[src/rtl/mac_result_drain_pkg.sv]
// Shared constants and types for the MAC array result drain.
// Imported by the drain top and its requantiser.
package mac_result_drain_pkg;

   localparam int unsigned DIM    = 4;
   localparam int unsigned ACC_W  = 32;
   localparam int unsigned IN_W   = 8;
   localparam int unsigned N_ELEM = DIM * DIM;
   localparam int unsigned IDX_W  = $clog2(N_ELEM);

   typedef enum logic {
      IDLE,
      STREAM
   } state_e;

endpackage

[src/rtl/mac_result_drain_requant.sv]
// Combinational logical right shift and unsigned saturation of one word.
// Kept standalone so a writeback stage can reuse it.
module mac_requant
   import mac_result_drain_pkg::*;
#(
   parameter int unsigned OUT_W = 32,
   parameter int unsigned SHIFT = 0
) (
   input  logic [ACC_W-1:0] acc_i,
   output logic [OUT_W-1:0] data_o,
   output logic             sat_o
);

   logic [ACC_W-1:0] s;

   assign s = acc_i >> SHIFT;

   if (OUT_W < ACC_W) begin : g_sat
      logic ovf;
      assign ovf    = |s[ACC_W-1:OUT_W];
      assign data_o = ovf ? '1 : s[OUT_W-1:0];
      assign sat_o  = ovf;
   end else begin : g_full
      assign data_o = s[OUT_W-1:0];
      assign sat_o  = 1'b0;
   end

endmodule

[src/rtl/mac_result_drain.sv]
// Snapshots the 4x4 accumulator results on done and streams them
// out row-major, one requantised word per valid/ready handshake.
module mac_result_drain
   import mac_result_drain_pkg::*;
#(
   parameter int unsigned OUT_W = 32,
   parameter int unsigned SHIFT = 0
) (
   input  logic             clk,
   input  logic             reset,
   input  logic             done,
   input  logic [ACC_W-1:0] c [0:DIM-1][0:DIM-1],
   output logic [OUT_W-1:0] out_data,
   output logic             out_valid,
   input  logic             out_ready,
   output logic [1:0]       out_row,
   output logic [1:0]       out_col,
   output logic             out_last,
   output logic             out_sat,
   output logic             busy,
   output logic             overrun
);

   localparam logic [IDX_W-1:0] LAST = IDX_W'(N_ELEM - 1);

   state_e           state_q;
   logic [IDX_W-1:0] idx_q;
   logic [IDX_W-1:0] idx_d;
   logic             done_q;
   logic             overrun_q;
   logic [ACC_W-1:0] mem_q [N_ELEM];
   logic [ACC_W-1:0] c_flat [N_ELEM];
   logic [ACC_W-1:0] src;
   logic [OUT_W-1:0] rq_data;
   logic             rq_sat;
   logic             done_rise;

   logic [OUT_W-1:0] out_data_q;
   logic             out_valid_q;
   logic [1:0]       out_row_q;
   logic [1:0]       out_col_q;
   logic             out_last_q;
   logic             out_sat_q;

   for (genvar r = 0; r < DIM; r++) begin : g_r
      for (genvar k = 0; k < DIM; k++) begin : g_k
         assign c_flat[r*DIM+k] = c[r][k];
      end
   end

   assign done_rise = done & ~done_q;

   always_comb begin
      idx_d = idx_q;
      if (state_q == IDLE) begin
         idx_d = '0;
      end else if (out_ready && idx_q != LAST) begin
         idx_d = idx_q + 1'b1;
      end
   end

   // On capture the buffer is still being written, so read c directly.
   assign src = (state_q == IDLE) ? c_flat[idx_d] : mem_q[idx_d];

   mac_requant #(
      .OUT_W (OUT_W),
      .SHIFT (SHIFT)
   ) u_requant (
      .acc_i  (src),
      .data_o (rq_data),
      .sat_o  (rq_sat)
   );

   always_ff @(posedge clk) begin
      if (reset) begin
         state_q     <= IDLE;
         idx_q       <= '0;
         done_q      <= 1'b0;
         overrun_q   <= 1'b0;
         out_data_q  <= '0;
         out_valid_q <= 1'b0;
         out_row_q   <= '0;
         out_col_q   <= '0;
         out_last_q  <= 1'b0;
         out_sat_q   <= 1'b0;
      end else begin
         done_q <= done;
         unique case (state_q)
            IDLE: begin
               if (done_rise) begin
                  mem_q       <= c_flat;
                  idx_q       <= '0;
                  state_q     <= STREAM;
                  out_valid_q <= 1'b1;
                  out_data_q  <= rq_data;
                  out_sat_q   <= rq_sat;
                  out_row_q   <= '0;
                  out_col_q   <= '0;
                  out_last_q  <= 1'b0;
               end
            end
            STREAM: begin
               if (done_rise) begin
                  overrun_q <= 1'b1;
               end
               if (out_ready) begin
                  if (idx_q == LAST) begin
                     state_q     <= IDLE;
                     out_valid_q <= 1'b0;
                     out_last_q  <= 1'b0;
                  end else begin
                     idx_q      <= idx_d;
                     out_data_q <= rq_data;
                     out_sat_q  <= rq_sat;
                     out_row_q  <= idx_d[IDX_W-1:2];
                     out_col_q  <= idx_d[1:0];
                     out_last_q <= (idx_d == LAST);
                  end
               end
            end
            default: state_q <= IDLE;
         endcase
      end
   end

   assign out_data  = out_data_q;
   assign out_valid = out_valid_q;
   assign out_row   = out_row_q;
   assign out_col   = out_col_q;
   assign out_last  = out_last_q;
   assign out_sat   = out_sat_q;
   assign busy      = (state_q == STREAM);
   assign overrun   = overrun_q;

endmodule
[config.mk]
export PLATFORM = sky130hd
export DESIGN_NAME = mac_result_drain
export DESIGN_NICKNAME = d
export VERILOG_FILES = /design/src/rtl/mac_result_drain_pkg.sv /design/src/rtl/mac_result_drain_requant.sv /design/src/rtl/mac_result_drain.sv
export SDC_FILE = /design/constraint.sdc
export NUM_CORES = 1
export LEC_CHECK = 0
export CELL_PAD_IN_SITES_DETAIL_PLACEMENT = 0
export CELL_PAD_IN_SITES_GLOBAL_PLACEMENT = 1
export CORE_MARGIN = 2
export CORE_UTILIZATION = 40
export CTS_CLUSTER_SIZE = 25
export DETAILED_ROUTE_END_ITERATION = 8
export GPL_TIMING_DRIVEN = 0
export PLACE_DENSITY_LB_ADDON = 0.1
export SETUP_SLACK_MARGIN = 0.05
export SKIP_CTS_REPAIR_TIMING = 1
export SYNTH_ARGS = -nofsm -noshare
export SYNTH_HDL_FRONTEND = slang
export SYNTH_SLANG_ARGS = --single-unit
[constraint.sdc]
create_clock -name clk -period 30.9 [get_ports clk]
set_input_delay 4.635 -clock clk [delete_from_list [all_inputs] [get_ports clk]]
set_output_delay 4.635 -clock clk [all_outputs]
set_load 0.03 [all_outputs]
== Word level (Yosys, flattened, before mapping) ==
Index checks and enable logic that the tools add are counted.
Storage, ports and cells
  register bits: 558
  latch bits: 0
  RAM bits: 0
  memory bits (read-only): 0
  input port bits: 516
  logic and storage cells: 85
  memories kept: 0
Operators by class
  add/sub/neg operators: 1
  multiply operators: 0
  divide/modulo/power cells: 0
  order comparisons: 1
  equal/unequal tests: 7
  shifts and indexed selects: 0
  multiplexer cells: 39
  bitwise operators: 5
  reduce and logical (&&, ||, !) cells: 6
Operators with widths (count)
  32-bit binary-select mux with 4-bit select: 2
  32-bit 2-to-1 mux: 8
  32-bit case mux with 2 select lines: 1
  4-bit 2-to-1 mux: 5
  1-bit 2-to-1 mux: 11
  2-bit 2-to-1 mux: 5
  3-bit AND reduction: 3
  4-bit equality test, second input constant: 2
  1-bit case mux with 2 select lines: 4
  2-bit case mux with 2 select lines: 2
  4-bit case mux with 2 select lines: 1
  2-bit != test, second input constant: 3
  5-bit >= comparator, second input constant: 1
  4-bit inverter with 5-bit output: 1
  4-bit by 1-bit adder with 4-bit output, second input constant: 1
  4-bit != test, second input constant: 1
  2-bit AND reduction: 2
  1-bit inverter: 3
  2-bit by 1-bit != test with 1-bit output, second input constant: 1
  1-bit AND: 1
  1-bit logical AND: 1

== Logic depth before layout (Yosys ltp) ==
  depth in word-level cells: 12
  mapped depth: 10
  gate-level depth less buffers: 7

== By module ==
A second synthesis with hierarchy kept.
Unflattened totals
  cells, all modules: 1612
  area total of the unflattened synthesis: 22325.2 um^2
Modules (own cells, without submodules)
  mac_result_drain: instances 1, cells each 1578, area each 22073.7 um^2, seq. area each 16215.6 um^2
  mac_requant: instances 1, cells each 34, area each 251.5 um^2, seq. area each 0.0 um^2

== Least setup slack after synthesis ==
Ideal clock, no wire load.
  path kind: input -> register
  start: in done
  end: reg mem_q[0] (netlist bit), enable pin
  setup time: 1402 ps
  arrival time: 26259 ps
  path slack: 3239 ps
  cell stages on the path: 3
  buffers on the path: 1
  cell sequence: nand3_1 clkbuf_1 nor2_1
On the way
  cells in the longest elaborated chain, start to end: 2
Ends and longest elaborated chain
  from (decl): RTL line mac_result_drain.sv:11  | input logic done,
  1-bit AND: RTL line mac_result_drain.sv:51  | assign done_rise = done & ~done_q;
  3-bit AND reduction (no line)
  to (signal assigned): RTL line mac_result_drain.sv:91  | mem_q <= c_flat;
  to (decl): RTL line mac_result_drain.sv:31  | logic [ACC_W-1:0] mem_q [N_ELEM];
Every way passes these cells.
A chain may end at the register's enable or synchronous reset.

== Worst setup path in the final report ==
  start: in done
  end: reg mem_q[51] (netlist bit), enable pin
The elaborated chain is that of the path after synthesis.

==> impl_metrics.yaml <==
critical_path:
  cp-end-kind: "flip-flop"
  r2r_cells: 9
  reg2reg_to: "mem_q[51]$_DFFE_PP_"
  cp.required_ns: 31.20
  r2r_slack_ns: 27.21
  r2r_start: "busy$_SDFF_PP0_"
  path_class: "input pin to flip-flop"
  path_max_fanout: 37
  start_kind: "input pin"
  cp.arrival_ns: 8.09
timing:
  setup_viol: 0
  slew_headroom_pct: 23.76
  fin_crit_sh_pct: 25.19
  rsz0062_at_grt: "no"
  max_freq_ghz: 0.1284
  worstMarginPinSlew_ns: 1.135
  fin_worst_skew_ns: 0.03227
  hold_viol: 0
  fin_crit_ns: 7.785
  slew_viol_final: 0
power:
  clkPwrFrac_pct: 38.4
  p_int_mw: 1.324
  power_density_nw_per_um2: 56.15
  leakage_nw: 11.17
  switching_power_uw: 405.8
  power_frac_seq_pct: 50.0
  switching_share_pct: 23.45
  peakVddDrop_uv: 46.16
  combinationalPowerShare_pct: 11.7
logic_synthesis:
  ys_warn_count: 0
  synth_ff_type: "edfxtp_1"
  synth.distinct_cells: 44
  yosys-top-cells-area: "edfxtp_1 69%, mux2i_1 5.6%, dfxtp_1 3.7%, and3_1 3.6%, a211oi_1 2.1%"
  synthesis.area_um2: 22180
  synth-async-reset-ratio_pct: 0
  ys_ff_latch: 553
  syn_inst: 1447
  seq_area_frac_synth_pct: 73.02
  synth_edf_count: 512
  avgSynthCellArea_um2: 15.33
  yosysTopAreaCellShare_pct: 69.32
  syn-num-nets: 1964
  synth_largest_area_cell: "edfxtp_1"
min_path:
  min_delay_worst_endpoint: "overrun$_SDFFE_PP0P_"
  hp-class: "flip-flop to flip-flop"
  holdCritStartpoint: "overrun$_SDFFE_PP0P_"
  holdPathStages: 2
route:
  drt_iter0_markers: 1477
  wl_per_cell_um: 28.14
  final_antenna_net_count: 0
  vias: 15820
  routed_wl_mm: 81.25
  drc_errors: 0
  avgViaCountPerCell: 5.480
  firstDrtPassIters: 5
floorplan:
  start_util_pct: 40.34
  num_rows: 86
  die_h_um: 239.5
  dieArea_um2: 57350
  ioPinCount: 557
  core_um2: 54990
  die_x_um: 239.5
global_route:
  antenna_found_initial: 31
  grt.overflow.total: 0
  grt_max_degree: 40
  globalRouteTotalUtil_pct: 27.95
  grt_pass1_vias: 15980
  grt_pass1_wl_mm: 112.4
clock_tree:
  insertion_delay_ns: 0.63
  clockBufferDepth: 3
  cts.clk_slew.worst_paths_ns: 0.06
  cts_root_buf: "clkbuf_16"
  cts_tree: "done"
  numCtsBuffers: 59
  numClockSinks: 553
  ctsHtreeMaxLevel: 2
layout:
  num-nets-final: 2595
  drive_gt1_share_pct: 6.356
  final_cell_area_um2: 30820
  final_util_pct: 56.05
  synthToLayoutAreaGrowth_pct: 38.94
outcome:
  status: "completed"
placement:
  io_buffers: 553
  hpwl_mm: 61.62
  place_area_um2: 29020
  gp_congestion: 0.8610
job:
  cap_violations: 0
==> metal layers <==
metal | up-vias | global-route usage, % | wire (µm)
met4 | 34 | 7.576 | 1784
met1 | 7832 | 36.32 | 33240
met2 | 697 | 46.22 | 38920
li1 | 7128 | - | -
met3 | 129 | 7.595 | 7090
met5 | - | 0 | 219
==> synthesized netlist by cell type, types with 32 or more instances <==
| master | number |
|---|---|
| a211oi_1 | 62 |
| a21boi_0 | 62 |
| a21oi_1 | 42 |
| and3_1 | 127 |
| buf_2 | 32 |
| clkbuf_1 | 86 |
| dfxtp_1 | 41 |
| edfxtp_1 | 512 |
| mux2i_1 | 125 |
| nand2_1 | 67 |
| o22ai_1 | 62 |
| o31ai_1 | 62 |
==> state kept, by name, summed over array words and instances, names as in the netlist <==
name	flops
busy	1
out_data	32
mem_q	512
idx_q	3
out_valid	1
out_row	1
overrun	1
out_last	1
done_q	1
==> per-stage QoR <==
stage | instances | worst slack, ns | hold slack, ns | TNS, ns | total power, mW
6_report | 2887 | 23.11 | 0.4738 | 0 | 1.730
5_1_grt | 2881 | 22.94 | 0.5055 | 0 | 1.782
4_1_cts | 2872 | 23.19 | 0.4762 | 0 | 1.739
3_5_place_dp | 2765 | 22.53 | 0.4630 | 0 | 1.081
3_3_place_gp | 2748 | -6.130 | 0.4537 | -3109.41 | 1.108
2_1_floorplan | 1447 | 3.239 | 0.5189 | 0 | 0.9805
==> layout make-up <==
class	count	area, µm²
timing repair buffer	570	5898
fill	4563	24170
multi-input combinational	769	5464
antenna	15	37.54
clock inverter	26	177.7
inverter	2	7.507
tap	748	935.9
buffer	123	520.5
clock buffer	81	1580
sequential	553	16200
==> worst max path at each step <==
stage               startpoint              endpoint  slack [ns]  depth (start not counted)
finish                    done   mem_q[51]$_DFFE_PP_       23.11                          9
global route              done   mem_q[13]$_DFFE_PP_       22.94                          9
CTS                       done   mem_q[51]$_DFFE_PP_       23.19                          9
detailed placement        done  mem_q[144]$_DFFE_PP_       22.53                          9
global placement          done  mem_q[271]$_DFFE_PP_       -6.13                          4
floorplan                 done    mem_q[0]$_DFFE_PP_        3.24                          3
==> cells by family after synthesis <==
family,share of synthesized area (%)
muxes,5.743
adders and majority gates,0.05640
buffers and inverters,2.381
DFF,73.02
and+or+nand+nor,5.889
other,0.01691
AOI/OAI and AO/OA,12.90
==> cells in the final DEF, fill, tap and decap left out, drive strengths merged, types with 41 or more instances in the layout <==
cell type      netlist  layout
a21boi              62      62
nand2               68      68
edfxtp             512     512
o22ai               62      62
buf                 37      54
mux2i              125     125
a211oi              62      62
clkdlybuf4s50        0     553
o31ai               62      62
and3               127     127
dfxtp               41      41
a21oi               42      42
clkbuf              86     167
==> worst max-delay path, stage by stage <==
cell and delay, ns:
clkdlybuf4s50_1 0.51, nand3_1 0.48, clkbuf_1 0.57, nor2_4 0.65, buf_12 0.27, buf_12 0.21
buf_12 0.23, buf_12 0.22, buf_12 0.24
==> power by group through the flow <==
| stage | combinational [mW] | sequential, mW | clock [mW] |
|---|---|---|---|
| 6_report | 0.202 | 0.865 | 0.664 |
| 3_3_place_gp | 0.192 | 0.916 | 0 |
| 4_1_cts | 0.202 | 0.865 | 0.672 |
| 3_5_place_dp | 0.201 | 0.880 | 0 |
| 5_1_grt | 0.214 | 0.867 | 0.702 |
| 2_1_floorplan | 0.0689 | 0.912 | 0 |
Power figures use the tool's default switching activity.
